[src/rtl/axi_interface_master_if.sv]
// AXI4 address/data/response channel bundle between the initiator engine and the fabric.
// Handshake rule on every channel: a beat transfers on a rising edge where valid && ready; once valid is high, it and its payload hold until that edge.
`ifndef ADDR_WIDTH
`define ADDR_WIDTH 32
`endif
`ifndef DATA_WIDTH
`define DATA_WIDTH 32
`endif
`ifndef LEN_BITS
`define LEN_BITS 8
`endif
`ifndef ID_BITS
`define ID_BITS 4
`endif

interface axi_interface_master_if;
  logic [`ID_BITS-1:0]      awid;
  logic [`ADDR_WIDTH-1:0]   awaddr;
  logic [`LEN_BITS-1:0]     awlen;
  logic [2:0]               awsize;
  logic [1:0]               awburst;
  logic                     awvalid;
  logic                     awready;
  logic [`DATA_WIDTH-1:0]   wdata;
  logic [`DATA_WIDTH/8-1:0] wstrb;
  logic                     wvalid;
  logic                     wlast;
  logic                     wready;
  logic [`ID_BITS-1:0]      bid;
  logic [2:0]               bresp;
  logic                     bvalid;
  logic                     bready;
  logic [`ID_BITS-1:0]      arid;
  logic [`ADDR_WIDTH-1:0]   araddr;
  logic [`LEN_BITS-1:0]     arlen;
  logic [2:0]               arsize;
  logic [1:0]               arburst;
  logic                     arvalid;
  logic                     arready;
  logic [`ID_BITS-1:0]      rid;
  logic [`DATA_WIDTH-1:0]   rdata;
  logic [2:0]               rresp;
  logic                     rvalid;
  logic                     rlast;
  logic                     rready;

  modport master (
    output awid, awaddr, awlen, awsize, awburst, awvalid,
    output wdata, wstrb, wvalid, wlast,
    output bready,
    output arid, araddr, arlen, arsize, arburst, arvalid,
    output rready,
    input  awready, wready, bid, bresp, bvalid, arready,
    input  rid, rdata, rresp, rvalid, rlast
  );

  modport slave (
    input  awid, awaddr, awlen, awsize, awburst, awvalid,
    input  wdata, wstrb, wvalid, wlast,
    input  bready,
    input  arid, araddr, arlen, arsize, arburst, arvalid,
    input  rready,
    output awready, wready, bid, bresp, bvalid, arready,
    output rid, rdata, rresp, rvalid, rlast
  );
endinterface

[src/rtl/axi_interface_master.sv]
// Single-outstanding AXI4 initiator: turns one client burst command into an AW/W/B or AR/R
// exchange, streaming write and read beats straight through between client and bus.
`ifndef ADDR_WIDTH
`define ADDR_WIDTH 32
`endif
`ifndef DATA_WIDTH
`define DATA_WIDTH 32
`endif
`ifndef LEN_BITS
`define LEN_BITS 8
`endif
`ifndef ID_BITS
`define ID_BITS 4
`endif

module axi_interface_master #(
  parameter logic [`ID_BITS-1:0] MASTER_ID = '0,
  parameter int                  AXSIZE    = $clog2(`DATA_WIDTH/8)
) (
  input  logic                     clk_i,
  input  logic                     rst_ni,
  input  logic                     cmd_valid,
  output logic                     cmd_ready,
  input  logic                     cmd_we,
  input  logic [`ADDR_WIDTH-1:0]   cmd_addr,
  input  logic [`LEN_BITS-1:0]     cmd_len,
  input  logic                     wd_valid,
  output logic                     wd_ready,
  input  logic [`DATA_WIDTH-1:0]   wd_data,
  input  logic [`DATA_WIDTH/8-1:0] wd_strb,
  output logic                     rd_valid,
  input  logic                     rd_ready,
  output logic [`DATA_WIDTH-1:0]   rd_data,
  output logic                     rd_last,
  output logic                     done,
  output logic [2:0]               resp,
  output logic [2:0]               dbg_state,
  axi_interface_master_if.master   axi
);
  localparam int LB = `LEN_BITS;

  typedef enum logic [2:0] {S_IDLE, S_AW, S_W, S_B, S_AR, S_R} state_e;

  state_e                 r_state, w_state_nxt;
  logic [`ADDR_WIDTH-1:0] r_addr;
  logic [LB-1:0]          r_len;
  logic [LB-1:0]          r_cnt;
  logic [2:0]             r_resp;
  logic [2:0]             r_err_resp;
  logic                   r_err;
  logic                   r_done;
  logic                   w_cnt_at_len;
  logic                   w_w_hs;
  logic                   w_r_hs;
  logic                   w_r_exit;
  logic [2:0]             w_r_resp;
  logic                   w_unused;

  assign w_unused     = ^{axi.bid, axi.rid};
  assign w_cnt_at_len = (r_cnt == r_len);
  assign w_w_hs       = (r_state == S_W) && wd_valid && axi.wready;
  assign w_r_hs       = (r_state == S_R) && axi.rvalid && rd_ready;
  assign w_r_exit     = w_r_hs && (axi.rlast || w_cnt_at_len);

  assign axi.awid    = MASTER_ID;
  assign axi.awaddr  = r_addr;
  assign axi.awlen   = r_len;
  assign axi.awsize  = 3'(AXSIZE);
  assign axi.awburst = 2'b01;
  assign axi.arid    = MASTER_ID;
  assign axi.araddr  = r_addr;
  assign axi.arlen   = r_len;
  assign axi.arsize  = 3'(AXSIZE);
  assign axi.arburst = 2'b01;
  assign axi.wdata   = wd_data;
  assign axi.wstrb   = wd_strb;
  assign rd_data     = axi.rdata;
  assign done        = r_done;
  assign resp        = r_resp;
  assign dbg_state   = r_state;

  // First error wins; otherwise an rlast that disagrees with the requested length is a slave error.
  always_comb begin
    w_r_resp = 3'b000;
    if (r_err)                        w_r_resp = r_err_resp;
    else if (axi.rresp != 3'b000)     w_r_resp = axi.rresp;
    else if (axi.rlast != w_cnt_at_len) w_r_resp = 3'b010;
  end

  always_ff @(posedge clk_i or negedge rst_ni) begin
    if (!rst_ni) r_state <= S_IDLE;
    else         r_state <= w_state_nxt;
  end

  always_comb begin
    w_state_nxt = r_state;
    cmd_ready   = 1'b0;
    axi.awvalid = 1'b0;
    axi.wvalid  = 1'b0;
    axi.wlast   = 1'b0;
    axi.bready  = 1'b0;
    axi.arvalid = 1'b0;
    axi.rready  = 1'b0;
    wd_ready    = 1'b0;
    rd_valid    = 1'b0;
    rd_last     = 1'b0;
    case (r_state)
      S_IDLE: begin
        cmd_ready = 1'b1;
        if (cmd_valid) w_state_nxt = cmd_we ? S_AW : S_AR;
      end
      S_AW: begin
        axi.awvalid = 1'b1;
        if (axi.awready) w_state_nxt = S_W;
      end
      S_W: begin
        axi.wvalid = wd_valid;
        wd_ready   = axi.wready;
        axi.wlast  = w_cnt_at_len;
        if (w_w_hs && w_cnt_at_len) w_state_nxt = S_B;
      end
      S_B: begin
        axi.bready = 1'b1;
        if (axi.bvalid) w_state_nxt = S_IDLE;
      end
      S_AR: begin
        axi.arvalid = 1'b1;
        if (axi.arready) w_state_nxt = S_R;
      end
      S_R: begin
        axi.rready = rd_ready;
        rd_valid   = axi.rvalid;
        rd_last    = axi.rlast;
        if (w_r_exit) w_state_nxt = S_IDLE;
      end
      default: w_state_nxt = S_IDLE;
    endcase
  end

  always_ff @(posedge clk_i or negedge rst_ni) begin
    if (!rst_ni) begin
      r_addr     <= '0;
      r_len      <= '0;
      r_cnt      <= '0;
      r_resp     <= 3'b000;
      r_err_resp <= 3'b000;
      r_err      <= 1'b0;
      r_done     <= 1'b0;
    end else begin
      r_done <= 1'b0;
      case (r_state)
        S_IDLE: begin
          if (cmd_valid) begin
            r_addr     <= cmd_addr;
            r_len      <= cmd_len;
            r_cnt      <= '0;
            r_err      <= 1'b0;
            r_err_resp <= 3'b000;
          end
        end
        S_W: begin
          if (w_w_hs) r_cnt <= w_cnt_at_len ? '0 : r_cnt + LB'(1);
        end
        S_B: begin
          if (axi.bvalid) begin
            r_resp <= axi.bresp;
            r_done <= 1'b1;
          end
        end
        S_R: begin
          if (w_r_hs) begin
            if (!r_err && axi.rresp != 3'b000) begin
              r_err      <= 1'b1;
              r_err_resp <= axi.rresp;
            end
            if (w_r_exit) begin
              r_cnt  <= '0;
              r_resp <= w_r_resp;
              r_done <= 1'b1;
            end else begin
              r_cnt <= r_cnt + LB'(1);
            end
          end
        end
        default: ;
      endcase
    end
  end
endmodule

[src/flat_wrapper.sv]
// flat-port wrapper written by rule: the top's interface ports become plain ports
module axi_interface_master_flat 
#(
  parameter logic [`ID_BITS-1:0] MASTER_ID = '0,
  parameter int                  AXSIZE    = $clog2(`DATA_WIDTH/8)
)
  (clk_i, rst_ni, cmd_valid, cmd_ready, cmd_we, cmd_addr, cmd_len, wd_valid, wd_ready, wd_data, wd_strb, rd_valid, rd_ready, rd_data, rd_last, done, resp, dbg_state, axi_awid, axi_awaddr, axi_awlen, axi_awsize, axi_awburst, axi_awvalid, axi_wdata, axi_wstrb, axi_wvalid, axi_wlast, axi_bready, axi_arid, axi_araddr, axi_arlen, axi_arsize, axi_arburst, axi_arvalid, axi_rready, axi_awready, axi_wready, axi_bid, axi_bresp, axi_bvalid, axi_arready, axi_rid, axi_rdata, axi_rresp, axi_rvalid, axi_rlast);
  axi_interface_master_if axi_i ();
  input  logic clk_i;
  input  logic rst_ni;
  input  logic cmd_valid;
  output logic cmd_ready;
  input  logic cmd_we;
  input  logic [`ADDR_WIDTH-1:0] cmd_addr;
  input  logic [`LEN_BITS-1:0] cmd_len;
  input  logic wd_valid;
  output logic wd_ready;
  input  logic [`DATA_WIDTH-1:0] wd_data;
  input  logic [`DATA_WIDTH/8-1:0] wd_strb;
  output logic rd_valid;
  input  logic rd_ready;
  output logic [`DATA_WIDTH-1:0] rd_data;
  output logic rd_last;
  output logic done;
  output logic [2:0] resp;
  output logic [2:0] dbg_state;
  output wire logic [$bits(axi_i.awid)-1:0] axi_awid;
  output wire logic [$bits(axi_i.awaddr)-1:0] axi_awaddr;
  output wire logic [$bits(axi_i.awlen)-1:0] axi_awlen;
  output wire logic [$bits(axi_i.awsize)-1:0] axi_awsize;
  output wire logic [$bits(axi_i.awburst)-1:0] axi_awburst;
  output wire logic [$bits(axi_i.awvalid)-1:0] axi_awvalid;
  output wire logic [$bits(axi_i.wdata)-1:0] axi_wdata;
  output wire logic [$bits(axi_i.wstrb)-1:0] axi_wstrb;
  output wire logic [$bits(axi_i.wvalid)-1:0] axi_wvalid;
  output wire logic [$bits(axi_i.wlast)-1:0] axi_wlast;
  output wire logic [$bits(axi_i.bready)-1:0] axi_bready;
  output wire logic [$bits(axi_i.arid)-1:0] axi_arid;
  output wire logic [$bits(axi_i.araddr)-1:0] axi_araddr;
  output wire logic [$bits(axi_i.arlen)-1:0] axi_arlen;
  output wire logic [$bits(axi_i.arsize)-1:0] axi_arsize;
  output wire logic [$bits(axi_i.arburst)-1:0] axi_arburst;
  output wire logic [$bits(axi_i.arvalid)-1:0] axi_arvalid;
  output wire logic [$bits(axi_i.rready)-1:0] axi_rready;
  input wire logic [$bits(axi_i.awready)-1:0] axi_awready;
  input wire logic [$bits(axi_i.wready)-1:0] axi_wready;
  input wire logic [$bits(axi_i.bid)-1:0] axi_bid;
  input wire logic [$bits(axi_i.bresp)-1:0] axi_bresp;
  input wire logic [$bits(axi_i.bvalid)-1:0] axi_bvalid;
  input wire logic [$bits(axi_i.arready)-1:0] axi_arready;
  input wire logic [$bits(axi_i.rid)-1:0] axi_rid;
  input wire logic [$bits(axi_i.rdata)-1:0] axi_rdata;
  input wire logic [$bits(axi_i.rresp)-1:0] axi_rresp;
  input wire logic [$bits(axi_i.rvalid)-1:0] axi_rvalid;
  input wire logic [$bits(axi_i.rlast)-1:0] axi_rlast;
  assign axi_awid = axi_i.awid;
  assign axi_awaddr = axi_i.awaddr;
  assign axi_awlen = axi_i.awlen;
  assign axi_awsize = axi_i.awsize;
  assign axi_awburst = axi_i.awburst;
  assign axi_awvalid = axi_i.awvalid;
  assign axi_wdata = axi_i.wdata;
  assign axi_wstrb = axi_i.wstrb;
  assign axi_wvalid = axi_i.wvalid;
  assign axi_wlast = axi_i.wlast;
  assign axi_bready = axi_i.bready;
  assign axi_arid = axi_i.arid;
  assign axi_araddr = axi_i.araddr;
  assign axi_arlen = axi_i.arlen;
  assign axi_arsize = axi_i.arsize;
  assign axi_arburst = axi_i.arburst;
  assign axi_arvalid = axi_i.arvalid;
  assign axi_rready = axi_i.rready;
  assign axi_i.awready = axi_awready;
  assign axi_i.wready = axi_wready;
  assign axi_i.bid = axi_bid;
  assign axi_i.bresp = axi_bresp;
  assign axi_i.bvalid = axi_bvalid;
  assign axi_i.arready = axi_arready;
  assign axi_i.rid = axi_rid;
  assign axi_i.rdata = axi_rdata;
  assign axi_i.rresp = axi_rresp;
  assign axi_i.rvalid = axi_rvalid;
  assign axi_i.rlast = axi_rlast;
  axi_interface_master #(.MASTER_ID(MASTER_ID), .AXSIZE(AXSIZE)) u_core (.clk_i(clk_i), .rst_ni(rst_ni), .cmd_valid(cmd_valid), .cmd_ready(cmd_ready), .cmd_we(cmd_we), .cmd_addr(cmd_addr), .cmd_len(cmd_len), .wd_valid(wd_valid), .wd_ready(wd_ready), .wd_data(wd_data), .wd_strb(wd_strb), .rd_valid(rd_valid), .rd_ready(rd_ready), .rd_data(rd_data), .rd_last(rd_last), .done(done), .resp(resp), .dbg_state(dbg_state), .axi(axi_i));
endmodule
[config.mk]
export PLATFORM = sky130hd
export DESIGN_NAME = axi_interface_master_flat
export DESIGN_NICKNAME = d
export VERILOG_FILES = /design/src/rtl/axi_interface_master_if.sv /design/src/rtl/axi_interface_master.sv /design/src/flat_wrapper.sv
export SDC_FILE = /design/constraint.sdc
export NUM_CORES = 1
export LEC_CHECK = 0
export CORE_AREA = 2 2 123 125
export DETAILED_ROUTE_END_ITERATION = 12
export DIE_AREA = 0 0 125 127
export PLACE_DENSITY = 0.67
export SYNTH_ARGS = -nofsm -noshare
export SYNTH_HDL_FRONTEND = slang
export SYNTH_SLANG_ARGS = --single-unit
[constraint.sdc]
create_clock -name clk_i -period 2.7 [get_ports clk_i]
set_clock_uncertainty 0.1 [all_clocks]
set_input_delay 0.54 -clock clk_i [delete_from_list [all_inputs] [get_ports clk_i]]
set_output_delay 0.54 -clock clk_i [all_outputs]
set_load 0.005 [all_outputs]
==> results.toml, run 1 <==
[critical_path]
cp.required_ns = 2.06
path_max_fanout = 16
timing.rr.start = "u_core.r_cnt[2]$_DFFE_PN0P_"
reg2reg_slack_ns = 0.30
critPathLaunchType = "register"
worst-setup-path-type = "reg -> out"
rr_endpoint = "u_core.r_cnt[4]$_DFFE_PN0P_"
cp-end-kind = "primary output"
reg2regPathDepth = 9
cp.arrival_ns = 1.94

[worst_hold_path]
worstHoldPathType = "in -> async"

[global_route]
grt_max_degree = 41
grt_pass1_wl_um = 14000
antenna_found_initial = 0
grt_pass1_vias = 2733
grt-ovfl-total = 0
track_usage_pct = 11.1

[cells_and_area]
drive_gt1_share_pct = 17.3
area.growth.synth_to_final_pct = 32.2
layout_common_cells = "152 x clkdlybuf4s50_1, 56 x dfrtp_1, 38 x mux2_2"
diodes = 0
final_nets = 549
final_common_cell = "clkdlybuf4s50_1"

[drt]
ant_nets = 0
drt_iter0_drc = 57
drt-wirelength-per-cell_um = 14.6
dr.pass1.iters = 4
vias = 2624
wl_um = 8800
via_per_inst = 4.37
drc = 0

[run]
maxCapViolCount = 0

[placed_design]
hpwl_um = 6630
gp_congestion = 0.768
numPortBuffers = 154

[floorplanning]
fp.dieArea_um2 = 15900
io_pins = 317
die_y_um = 127
initial_utilization_pct = 25.9
rows = 44
core_um2 = 14400
fp.dieW_um = 125

[sta]
rsz0062_at_grt = "no"
final-hold-violation-count = 0
maxSlewViolCount = 0
fmax_mhz = 388
fin_crit_sh_pct = 95.6
holdWs_ns = 0.167
tightestPinTransition_ns = 0.763
finalSetupTns_ns = 0
period_needed_ns = 2.58
setup_viol = 0
relSlewSlack_pct = 49.0

[clock_tree]
cts_tree = "done"
path_clk_slew_ns = 0.05
cts_root_buf = "clkbuf_16"
cts_made_buffers = 9
clockBufferDepth = 2
clock_sinks = 59
htree_levels = 3
cts_hold_buffers = 0
insertion_delay_ns = 0.33

[logic_synthesis]
postSynthAreaPerCell_um2 = 10.4
seq_area_frac_synth_pct = 39.5
synthFlopType = "dfrtp_1"
ys_ff_latch = 59
synth_edf_count = 0
yosys_warnings = 0
synth_cells = 361
yosysUniqueCellTypes = 46
async_reset_ff_share_pct = 100
syn_area_um2 = 3740

[power_and_ir_drop]
power.leakage_nw = 2.03
power_density_nw_per_um2 = 1150
irDropWorstVdd_mv = 0.628

[outcome]
status = "completed"
==> timing repair <==
item,CTS,global route
setup endpoints to repair,1,0
endpoints found under the hold margin,0,0
resized for setup,4,0
buffers inserted,4,0
==> power breakdown <==
part           switching [mW]  internal (mW)  total (mW)
clock                   0.372          0.757        1.13
sequential              0.396           1.29        1.69
combinational           0.987           1.89        2.87
total                    1.76           3.94        5.69
==> per-stage QoR <==
step / util [%] / instance area, um2 / power (mW) / instances / worst slack [ns]
after detailed placement: 32.0 / 4620 / 4.58 / 582 / 0.269
after CTS: 34.3 / 4950 / 5.80 / 601 / 0.108
final: 34.3 / 4950 / 5.69 / 601 / 0.120
after global routing: 34.3 / 4950 / 6.08 / 601 / 0.00765
after floorplan: - / 3800 / 3.31 / 377 / 0.624
after global placement: 32.0 / 4620 / 4.52 / 582 / 0.255
==> layout make-up <==
class,count,area (um2)
Clock buffer,13,260
Multi-Input combinational cell,176,1300
Timing Repair Buffer,164,1640
Tap cell,184,230
Fill cell,1459,9480
Sequential cell,59,1480
Inverter,3,11.3
Clock inverter,2,35.0
==> cell usage after synthesis, types with 2 or more instances <==
| cell | n | area share [%] |
|---|---|---|
| buf_4 | 131 | 26 |
| dfrtp_1 | 59 | 39 |
| mux2_2 | 38 | 11 |
| nor2_1 | 16 | 1.6 |
| nand2_1 | 15 | 1.5 |
| nor3_1 | 10 | 1.3 |
| o21ai_0 | 8 | 1.1 |
| xor2_1 | 8 | 1.9 |
| nand3_1 | 6 | 0.80 |
| o211ai_1 | 6 | 1.2 |
| a22o_1 | 4 | 0.94 |
| and2_1 | 4 | 0.67 |
| mux2_1 | 4 | 1.2 |
| mux2i_1 | 4 | 1.1 |
| a211oi_1 | 3 | 0.60 |
| and3_1 | 3 | 0.50 |
| buf_2 | 3 | 0.40 |
| inv_1 | 3 | 0.30 |
| clkbuf_1 | 2 | 0.20 |
| clkbuf_2 | 2 | 0.27 |
| conb_1 | 2 | 0.20 |
| ha_1 | 2 | 0.67 |
| nand2b_1 | 2 | 0.33 |
| nor2b_1 | 2 | 0.33 |
| nor4_4 | 2 | 1.1 |
| o221ai_1 | 2 | 0.47 |
==> registers in the layout (all words and copies together), names as in the netlist <==
signal	flops
u_core.axi.araddr	32
u_core.axi.arlen	8
u_core.r_cnt	8
u_core.dbg_state	3
u_core.r_err_resp	3
u_core.resp	3
u_core.done	1
u_core.r_err	1
==> worst max-delay path by stage <==
stage | from | depth (start not counted) | endpoint | slack [ns]
floorplan | u_core.axi.arlen[6]$_DFFE_PN0P_ | 8 | u_core.dbg_state[2]$_DFFE_PN0P_ | 0.62
global placement | u_core.axi.arlen[6]$_DFFE_PN0P_ | 5 | axi_wlast | 0.26
detailed placement | axi_rlast | 7 | u_core.r_cnt[3]$_DFFE_PN0P_ | 0.27
CTS | u_core.dbg_state[2]$_DFFE_PN0P_ | 3 | axi_rready | 0.11
global route | u_core.dbg_state[2]$_DFFE_PN0P_ | 4 | axi_wvalid | 0.008
finish | u_core.dbg_state[2]$_DFFE_PN0P_ | 3 | axi_rready | 0.12
==> kinds of logic (layout without fill, tap and decap cells) <==
| logic type | count (synthesis) | in the layout | synth area share, % |
|---|---|---|---|
| flip-flops | 59 | 59 | 39.5 |
| AO/OA/AOI/OAI | 38 | 38 | 7.42 |
| multiplexers | 46 | 46 | 13.7 |
| other | 2 | 18 | 0.201 |
| AND/OR/NAND/NOR | 64 | 64 | 9.13 |
| XOR/XNOR | 8 | 8 | 1.87 |
| adder cells (fa/ha/maj) | 2 | 2 | 0.669 |
| buffers and inverters | 142 | 182 | 27.5 |
==> critical path: stages (launching register included) <==
cell and delay (ns):
dfrtp_1 0.64, and3b_1 0.33, and2_1 0.15, clkdlybuf4s50_1 0.49
==> metal layers <==
metal	vias up	global-route usage [%]	routed length, um
li1	1185	-	-
met5	-	0	0
met3	45	4.77	760
met1	1256	11.8	3370
met2	138	18.8	4350
met4	0	5.75	315
Power figures use the tool's default switching activity.
==> run 2: changes to the inputs <==
==> constraint.sdc (replaced) <==
create_clock -name clk_i -period 2.7 [get_ports clk_i]
set_clock_uncertainty 0.1 [all_clocks]
set_input_delay 0.54 -clock clk_i [delete_from_list [all_inputs] [get_ports clk_i]]
set_output_delay 0.54 -clock clk_i [all_outputs]
set_load 0.1 [all_outputs]
==> run 2 against run 1 <==
Cell count down 0.83%. Highest routed layer unchanged. Largest cell class is now flip-flops and latches. Non-clock buffer count is 6 lower. Maximum frequency grew 4.8%. Critical path depth rose by 2. First-iteration DRC count rose by 39%. Sequential cell count did not move. Register-to-register slack got worse by 0.02 ns.
==> results.toml, run 2 (synthesis gave the netlist of run 1 again) <==
[outcome]
status = "completed"

[floorplanning]
fp.dieW_um = 125
io_pins = 317
fp.dieArea_um2 = 15900
initial_utilization_pct = 25.9
core_um2 = 14400
die_y_um = 127
rows = 44

[critical_path]
path_max_fanout = 4
cp.required_ns = 2.06
critPathLaunchType = "register"
cp-end-kind = "primary output"
cp.arrival_ns = 1.82
worst-setup-path-type = "reg -> out"

[sta]
fmax_mhz = 406
tightestPinTransition_ns = 0.730
rsz0062_at_grt = "no"
period_needed_ns = 2.46
finalSetupTns_ns = 0
final-hold-violation-count = 0
setup_ws_ns = 0.237
fin_crit_sh_pct = 91.2
relSlewSlack_pct = 51.1
setup_viol = 0
maxSlewViolCount = 0

[drt]
via_per_inst = 4.29
vias = 2556
drt_iter0_drc = 79
drt-wirelength-per-cell_um = 14.3
top_layer_used = "met4"
ant_nets = 0
dr.pass1.iters = 5
wl_met1_um = 3120
wl_um = 8510
drc = 0
wl_met3_um = 846
routed-wl-met2_um = 4350

[clock_tree]
path_clk_slew_ns = 0.05
clock_sinks = 59
cts_resized = 0
cts_hold_buffers = 0
htree_levels = 3
cts_root_buf = "clkbuf_16"
insertion_delay_ns = 0.33
post_cts_buffers = 0
cts_made_buffers = 9
cts_tree = "done"
clockBufferDepth = 2

[cells_and_area]
layout_common_cells = "93 x buf_4, 56 x clkdlybuf4s50_1, 50 x dfrtp_1"
diodes = 0
largest_reg_flops = 32
design_area_um2 = 4790
drive_gt1_share_pct = 43.2
finish.utilization_pct = 33.2
final_nets = 543
area.growth.synth_to_final_pct = 28.0
final_common_cell = "buf_4"

[run]
maxCapViolCount = 0

[placed_design]
post_dp_cell_area_um2 = 4490
gp_congestion = 0.743
numPortBuffers = 154
hpwl_um = 6560
post-place-ws_ns = 0.196

[global_route]
grt-ovfl-total = 0
grt_pass1_vias = 2509
antenna_found_initial = 0
grt_pass1_wl_um = 13200
grt_max_degree = 35
track_usage_pct = 10.6

[worst_hold_path]
worstHoldPathType = "in -> async"
==> run 2: changes by cell type in the layout (fill, tap and decap cells not counted), moves of 2 or more <==
cell             previous run  this run
and3_1                      3         1
and3_2                      0         2
buf_12                      2         8
buf_4                       8        93
clkdlybuf4s50_1           152        56
clkinv_2                    1         3
dfrtp_1                    56        50
dfrtp_2                     3         7
dfrtp_4                     0         2
nor2_1                     16        12
nor2_4                      0         3
==> run 2: critical path, cell delays in order (launching register included) <==
cell	delay, ns
dfrtp_2	0.44
xor2_1	0.19
nor4_4	0.35
nand2_1	0.18
nor2_4	0.15
buf_12	0.18
==> run 2: final cells by class <==
| cell class | count | area (um2) |
|---|---|---|
| clock buffers | 11 | 243 |
| clock inverters | 5 | 52.6 |
| fillers | 1467 | 9640 |
| inverters | 3 | 11.3 |
| multi-input cells | 176 | 1340 |
| flip-flops and latches | 59 | 1490 |
| well taps | 184 | 230 |
| repair buffers | 158 | 1420 |
==> run 2: through the flow <==
stage	std cells	hold WS, ns
final	596	0.143
after global routing	596	0.179
after CTS	596	0.154
after detailed placement	580	0.391
after global placement	580	0.395
after floorplan	377	0.144
==> run 2: final timing paths <==
path	from	endpoint	slack [ns]	cells after the start
min	rst_ni	u_core.axi.arlen[7]$_DFFE_PN0P_	0.14	1
min reg2reg	u_core.resp[1]$_DFFE_PN0P_	u_core.resp[1]$_DFFE_PN0P_	0.41	1
max in group asynchronous	rst_ni	u_core.axi.arlen[4]$_DFFE_PN0P_	1.72	2
max reg2reg	u_core.axi.arlen[7]$_DFFE_PN0P_	u_core.r_cnt[4]$_DFFE_PN0P_	0.28	8
max	u_core.axi.arlen[7]$_DFFE_PN0P_	axi_wlast	0.24	5
min in group clk_i	u_core.resp[1]$_DFFE_PN0P_	u_core.resp[1]$_DFFE_PN0P_	0.41	1
==> run 2: per-layer routing <==
layer	global-route usage, %	up-vias
li1	-	1172
met1	11.2	1208
met2	18.0	148
met3	4.90	28
met4	4.64	0
met5	0	-
Power of run 2 is not shown: default switching activity piles up to over one toggle a cycle in this logic, so the estimate is an artifact.
